[src/rtl/pipe_pkg.sv]
// pipe_pkg: forwarding encodings, default register index width and the shadow-slot type
// shared by hazard_ctrl and hazard_cmp.
package pipe_pkg;
    localparam int REG_AW = 5;
    localparam logic [1:0] FWD_RF    = 2'b00;
    localparam logic [1:0] FWD_EXMEM = 2'b01;
    localparam logic [1:0] FWD_MEMWB = 2'b10;
    typedef struct packed {
        logic              valid;
        logic [REG_AW-1:0] rd;
        logic              we;
        logic              load;
    } slot_t;
endpackage

[src/rtl/hazard_cmp.sv]
// hazard_cmp: RAW checks of one source operand against the EX/MEM/WB shadow slots.
// HAZARD_FWD_EN enables forwarding; without it any in-flight producer stalls the operand.
module hazard_cmp import pipe_pkg::*; #(
    parameter int AW = REG_AW
) (
    input  logic [AW-1:0] rs,
    input  logic          used,
    input  slot_t         ex,
    input  slot_t         mem,
    input  slot_t         wb,
    output logic          stall,
    output logic [1:0]    fwd
);
    logic live;
    logic hit_ex;
    logic hit_mem;
    logic load_use;
    logic wb_hit;
    assign live     = used && rs != '0;
    assign hit_ex   = live && ex.valid && ex.we && ex.rd == rs;
    assign hit_mem  = live && mem.valid && mem.we && mem.rd == rs;
    assign wb_hit   = live && wb.valid && wb.we && wb.rd == rs;
    assign load_use = hit_ex && ex.load;
`ifdef HAZARD_FWD_EN
    assign stall = load_use || wb_hit;
    // EX is checked first so the youngest producer wins
    assign fwd   = (hit_ex && !ex.load) ? FWD_EXMEM : hit_mem ? FWD_MEMWB : FWD_RF;
`else
    assign stall = load_use || hit_ex || hit_mem || wb_hit;
    assign fwd   = FWD_RF;
`endif
endmodule

[src/rtl/hazard_ctrl.sv]
// hazard_ctrl: stall/flush/freeze and operand-forwarding control for the 5-stage pipeline.
// Define HAZARD_FWD_EN to forward from EX/MEM and MEM/WB; otherwise RAW hazards stall until retired.
module hazard_ctrl #(
    parameter int REG_AW  = pipe_pkg::REG_AW,
    parameter int NUM_SRC = 2,
    parameter int CNT_W   = 16
) (
    input  logic                      clk,
    input  logic                      rst,
    input  logic                      id_valid,
    input  logic [NUM_SRC*REG_AW-1:0] id_rs,
    input  logic [NUM_SRC-1:0]        id_rs_used,
    input  logic [REG_AW-1:0]         id_rd,
    input  logic                      id_we,
    input  logic                      id_is_load,
    input  logic                      ex_branch_taken,
    input  logic                      mem_ready,
    output logic                      stall_if,
    output logic                      flush_id,
    output logic                      bubble_ex,
    output logic                      freeze,
    output logic [2*NUM_SRC-1:0]      fwd_sel,
    output logic [CNT_W-1:0]          stall_cnt
);
    import pipe_pkg::*;
    slot_t                ex_s;
    slot_t                mem_s;
    slot_t                wb_s;
    slot_t                id_s;
    logic [NUM_SRC-1:0]   src_stall;
    logic [2*NUM_SRC-1:0] nxt_fwd;
    logic                 hazard;
    logic                 advance;
    for (genvar k = 0; k < NUM_SRC; k++) begin : g_src
        hazard_cmp #(.AW(REG_AW)) u_cmp (
            .rs   (id_rs[k*REG_AW +: REG_AW]),
            .used (id_rs_used[k]),
            .ex   (ex_s),
            .mem  (mem_s),
            .wb   (wb_s),
            .stall(src_stall[k]),
            .fwd  (nxt_fwd[2*k +: 2])
        );
    end
    // freeze masks everything; a taken branch squashes the (wrong-path) stalled ID instruction
    assign freeze    = !mem_ready;
    assign flush_id  = ex_branch_taken && !freeze;
    assign hazard    = id_valid && |src_stall && !freeze;
    assign stall_if  = hazard && !flush_id;
    assign bubble_ex = hazard || flush_id;
    assign advance   = id_valid && !bubble_ex;
    assign id_s      = {1'b1, id_rd, id_we, id_is_load};
    always_ff @(posedge clk) begin
        if (rst) begin
            ex_s      <= '0;
            mem_s     <= '0;
            wb_s      <= '0;
            fwd_sel   <= '0;
            stall_cnt <= '0;
        end else begin
            if (!freeze) begin
                ex_s    <= advance ? id_s : '0;
                mem_s   <= ex_s;
                wb_s    <= mem_s;
                fwd_sel <= advance ? nxt_fwd : '0;
            end
            if ((stall_if || freeze) && stall_cnt != '1)
                stall_cnt <= stall_cnt + CNT_W'(1);
        end
    end
endmodule

[config.mk]
export PLATFORM = sky130hd
export DESIGN_NAME = hazard_ctrl
export DESIGN_NICKNAME = d
export VERILOG_FILES = /design/src/rtl/pipe_pkg.sv /design/src/rtl/hazard_cmp.sv /design/src/rtl/hazard_ctrl.sv
export SDC_FILE = /design/constraint.sdc
export NUM_CORES = 1
export LEC_CHECK = 0
export ABC_AREA = 1
export CAP_MARGIN = 5
export CORE_MARGIN = 2
export CORE_UTILIZATION = 51
export DETAILED_ROUTE_END_ITERATION = 8
export GPL_TIMING_DRIVEN = 0
export PLACE_DENSITY = 0.77
export SLEW_MARGIN = 10
export SYNTH_ARGS = -nofsm -noshare
export SYNTH_HDL_FRONTEND = slang
export SYNTH_SLANG_ARGS = --single-unit
[constraint.sdc]
create_clock -name clk -period 2.1 [get_ports clk]
set_clock_uncertainty 0.2 [all_clocks]
set_input_delay 0.42 -clock clk [delete_from_list [all_inputs] [get_ports clk]]
set_output_delay 0.42 -clock clk [all_outputs]
set_load 0.01 [all_outputs]
# After elaboration in Yosys (flattened, before gate mapping)
# Cells that the tools add are included.
dict set report word_totals {
  reg_bits 38
  in_bits 24
  out_inout_bits 24
  wordCells 62
}
dict set report op_classes {
  addsub 1
  n_eq_ne 7
  mux 1
  n_reduce_logical 42
}
# cell n
set ops {}
lappend ops {{equality test 5 bit} 6}
lappend ops {{logical AND 1 bit} 28}
lappend ops {{adder 16 x 1 -> 16 bit (second input constant)} 1}
lappend ops {{!= test 16 bit (second input constant)} 1}
lappend ops {{nonzero test 5 bit} 2}
lappend ops {{logical OR 1 bit} 8}
lappend ops {{2-to-1 mux 8 bit} 1}
lappend ops {{logical NOT 1 bit} 3}
lappend ops {{OR reduction 2 bit} 1}

# Depth between registers and ports, before layout
dict set report logic_depth {
  ltp_word 16
  mapped_depth 14
  ltp_nobuf 13
}

# Hierarchy
# A second synthesis with hierarchy kept.
dict set report unflattened {
  hier_cells 462
  hier_area_um2 2720.1
}
# mod n_inst cells_each area_each_um2 seq_area_each_um2
set by_module_without_submodules {}
lappend by_module_without_submodules {hazard_ctrl 1 290 1981.9 880.8}
lappend by_module_without_submodules {hazard_cmp 2 86 369.1 0.0}

# Least setup slack after synthesis
# Ideal clock, no wire load.
dict set report synth_path {
  path_kind {register to register}
  from {reg stall_cnt[0]}
  to {reg stall_cnt[0]}
  setup_ns 0.115
  arrival_ns 1.520
  required_time_ns 1.785
  slack_ns 0.265
  stages_incl_launch_ff 8
  n_path_buf 1
  period_less_slack_ns 1.835
  path_cell_list {dfxtp_1 -> ha_1 -> nand2_1 -> nor3_2 -> nand2_1 -> buf_2 -> a21oi_1 -> nor2_1}
}
dict set report synth_between {
  elab_chain_len 2
  word_cells_on_any_way 3
  cone_classes {1 x add/sub; 1 x eq/ne; 1 x reduce/logical}
}
# item line_no
set synth_lines {}
lappend synth_lines {{start, declared} hazard_ctrl.sv:23} ;# output logic [CNT_W-1:0] stall_cnt
lappend synth_lines {{start signal, assigned} hazard_ctrl.sv:68} ;# stall_cnt <= stall_cnt + CNT_W'(1);
lappend synth_lines {{branches (longest 2 deep; another with adder 16 x 1 -> 16 bit)} n/a}
# Several ways; the timed one is not identified.
# A chain may end at the register's enable or synchronous reset.

# Worst setup path after layout
dict set report layout_path {
  from {in id_rs[9]}
  to {out stall_if}
}
dict set report layout_between {
  elab_chain_len 13
  word_cells_on_any_way 22
  cone_classes {3 x eq/ne; 19 x reduce/logical}
}
# item line_no
set layout_lines {}
lappend layout_lines {{start, declared} hazard_ctrl.sv:11} ;# input logic [NUM_SRC*REG_AW-1:0] id_rs,
lappend layout_lines {{nonzero test 5 bit} hazard_cmp.sv:19} ;# assign live = used && rs != '0;
lappend layout_lines {{logical AND 1 bit} hazard_cmp.sv:19}
lappend layout_lines {{logical AND 1 bit (3 in series)} hazard_cmp.sv:20} ;# assign hit_ex = live && ex.valid && ex.we && ex.rd == rs;
lappend layout_lines {{logical AND 1 bit} hazard_cmp.sv:23} ;# assign load_use = hit_ex && ex.load;
lappend layout_lines {{logical OR 1 bit (2 in series)} hazard_cmp.sv:29} ;# assign stall = load_use || hit_ex || hit_mem || wb_hit;
lappend layout_lines {{logical OR 1 bit (*)} hazard_cmp.sv:29}
lappend layout_lines {{OR reduction 2 bit (*)} hazard_ctrl.sv:48} ;# assign hazard = id_valid && |src_stall && !freeze;
lappend layout_lines {{logical AND 1 bit (*) (2 in series)} hazard_ctrl.sv:48}
lappend layout_lines {{logical AND 1 bit (*)} hazard_ctrl.sv:49} ;# assign stall_if = hazard && !flush_id;
lappend layout_lines {{end, declared} hazard_ctrl.sv:18} ;# output logic stall_if,
# Mark *: on every way between the ends. The rest lies on a longest branch, timed or not.

==> metrics <==
post-synthesis cell count 367; Hold Vio Cnt, Final 0; average cell area after synthesis 6.195 um^2; fin worst setup slack -0.06895 ns; Cell variety after synth 28; Synth Register Bits 37; CTS sink cnt 37; commonest non-fill, non-tap cell in the layout nand2_1; global-route wire length before repair 10060 um; Static Leak 1.310 nW; share of cells above drive strength 1 22.92%; crit share post-route 103.3%; RSZ-0062 raised after global routing true; Post-CTS Hold Fix Bufs 0; drt first pass iters 4; number of global-route vias before repair 2177; chip height 70.77 um; violated checks setup timing; # DRC 0; CTS clock-pin slew for the worst setup and hold paths 0.08 ns; Ports 48; initial core utilization 52.58%; port buffer count 41; CTS root buf clkbuf_8; Yosys Warn Count 0; Crit path required time 1.48 ns; antenna diode count 0; Logic pwr share 17.0%; min cycle time layout 2.169 ns; worst vdd ir 0.4030 mV; total track usage 25.07%; ranking of synthesized cells by area dfxtp_1 33%, nand2_1 19%, a21oi_1 7.3%; total negative slack -0.1266 ns; dpl hpwl 4601 um; post-layout util 70.08%; Chip Width 70.77 um; Setup crit end kind primary output; Slew Limit Headroom 64.96%; outcome finished, violations left; CP Class input port to primary output; via total after detailed routing 2497; Synth area leader dfxtp_1; global route overflow 0; Antenna Violating Nets Remaining 0; most frequent cells in the layout 111 x nand2_1, 38 x nor2_1, 33 x a21oi_1, 28 x clkdlybuf4s50_1, 26 x nand3_1; Vias/cell 5.159; fin. max-slew vios 0; Placer Congestion 0.9820; Min-Delay Path Class register to register; max cap viols 0; post-synthesis sequential area ratio 32.58%; net load switching power 0.4530 mW; initial drt markers 228; top cell type's share of synthesized area 32.58%; placed cell area 2760 um^2; worst reg2reg setup slack 0.10 ns; Layout area overhead 33.30%; Fill cells 393; CTS tree done; total die area 5008 um^2; CP max FO 5; startpoint types input port; sequential share of power 49.1%; TritonCTS Buffers 5; WL per Instance 13.26 um; switching portion of total power 29.63%; Mapped Area 2273 um^2; # rows 24; Finish-stage setup viols 2; post-route design area 3030 um^2; Max Root-Sink Buffers 2; Critical Path AT 1.55 ns; H-tree depth 2; Power Density 504.4 nW/um^2; largest net degree at the start of global routing 14; NumNets Final 456; total internal power 1.076 mW; clk_lat worst skew 0.29 ns; DRT Wirelength 6419 um; Peak Freq 461.1 MHz; clock power share 33.8%; initial antenna violation count 0; core box area 4324 um^2; Slew @ Worst Pin 0.5257 ns
## layout make-up
| type | count | area, um^2 | share of cell area (%) |
|---|---|---|---|
| Multi-Input combinational cell | 280 | 1381 | 45.58 |
| Clock inverter | 3 | 21.27 | 0.7019 |
| Clock buffer | 5 | 68.82 | 2.271 |
| Inverter | 38 | 148.9 | 4.913 |
| Timing Repair Buffer | 56 | 494.2 | 16.31 |
| Tap cell | 52 | 65.06 | 2.147 |
| Buffer | 13 | 85.08 | 2.808 |
| Sequential cell | 37 | 765.7 | 25.27 |
## sequential cells by signal (all words and copies together) (netlist names)
register   count
mem_s          7
wb_s           7
ex_s           7
stall_cnt     16
## logic make-up (layout without fill, tap and decap cells)
logic type / Yosys count / count (layout) / synth area share (%)
and+or+nand+nor: 206 / 206 / 39.02
AOI/OAI and AO/OA: 56 / 56 / 12.33
buffers and inverters: 53 / 115 / 10.35
DFF: 37 / 37 / 32.58
xor gates and xnor gates: 13 / 13 / 5.008
adders and majority gates: 1 / 1 / 0.5503
other: 1 / 4 / 0.1649
## Yosys cell counts (all sizes together)
| master | n |
|---|---|
| nand3 | 31 |
| o21ai | 23 |
| xnor2 | 6 |
| clkbuf | 5 |
| buf | 10 |
| nor4 | 2 |
| dfxtp | 37 |
| inv | 38 |
| a21oi | 33 |
| xor2 | 7 |
| nand2 | 119 |
| nor3 | 3 |
| nand4 | 10 |
| ha | 1 |
| nor2 | 41 |
| conb | 1 |
## critical path, cell delays in order
cell             delay [ns]
clkdlybuf4s15_1        0.28
inv_2                  0.07
nand2_1                0.06
nand2_1                0.05
nor2_1                 0.09
nand3_1                0.10
nand3_2                0.09
nand2_2                0.07
nand2_4                0.10
nand3_4                0.08
inv_2                  0.06
buf_6                  0.09
## final timing paths
path                start           end  depth (start not counted)
min               ex_s[7]       ex_s[7]                          2
min reg2reg       ex_s[7]       ex_s[7]                          2
max reg2reg  stall_cnt[0]  stall_cnt[0]                          7
max              id_rs[9]      stall_if                         12
## power by group through the flow
stage / Combinational, mW / Clock [mW] / Sequential [mW]
after detailed placement: 0.237 / 0 / 0.766
after global routing: 0.289 / 0.549 / 0.755
after global placement: 0.235 / 0 / 0.765
after CTS: 0.242 / 0.521 / 0.751
after floorplan: 0.140 / 0 / 0.761
final: 0.260 / 0.517 / 0.751
## per-layer routing
metal / global-route usage [%] / routed length, um / vias to the layer above
met5: 0 / 0 / -
met4: 7.338 / 89 / 0
met3: 6.268 / 466 / 10
met2: 37.28 / 2780 / 75
met1: 36.06 / 3083 / 1111
li1: - / - / 1301
## per-stage QoR
stage               total power [mW]  setup slack [ns]  hold WS, ns  cells
global route                   1.593           -0.1602       0.3275    484
finish                         1.529          -0.06895       0.2983    484
floorplan                     0.9010            0.2651       0.2514    370
global placement               1.001            -1.016       0.2788    463
CTS                            1.514           -0.1127       0.2916    477
detailed placement             1.002           -0.9889       0.2795    463
## what timing repair did
| item | CTS | global route |
|---|---|---|
| pin swaps | 9 | 18 |
| buffers inserted | 7 | 8 |
| resized for setup | 60 | 32 |
| hold endpoints to repair | 0 | 0 |
| endpoints found under the setup margin | 20 | 20 |
No activity file was read; power rests on OpenSTA's default activity.
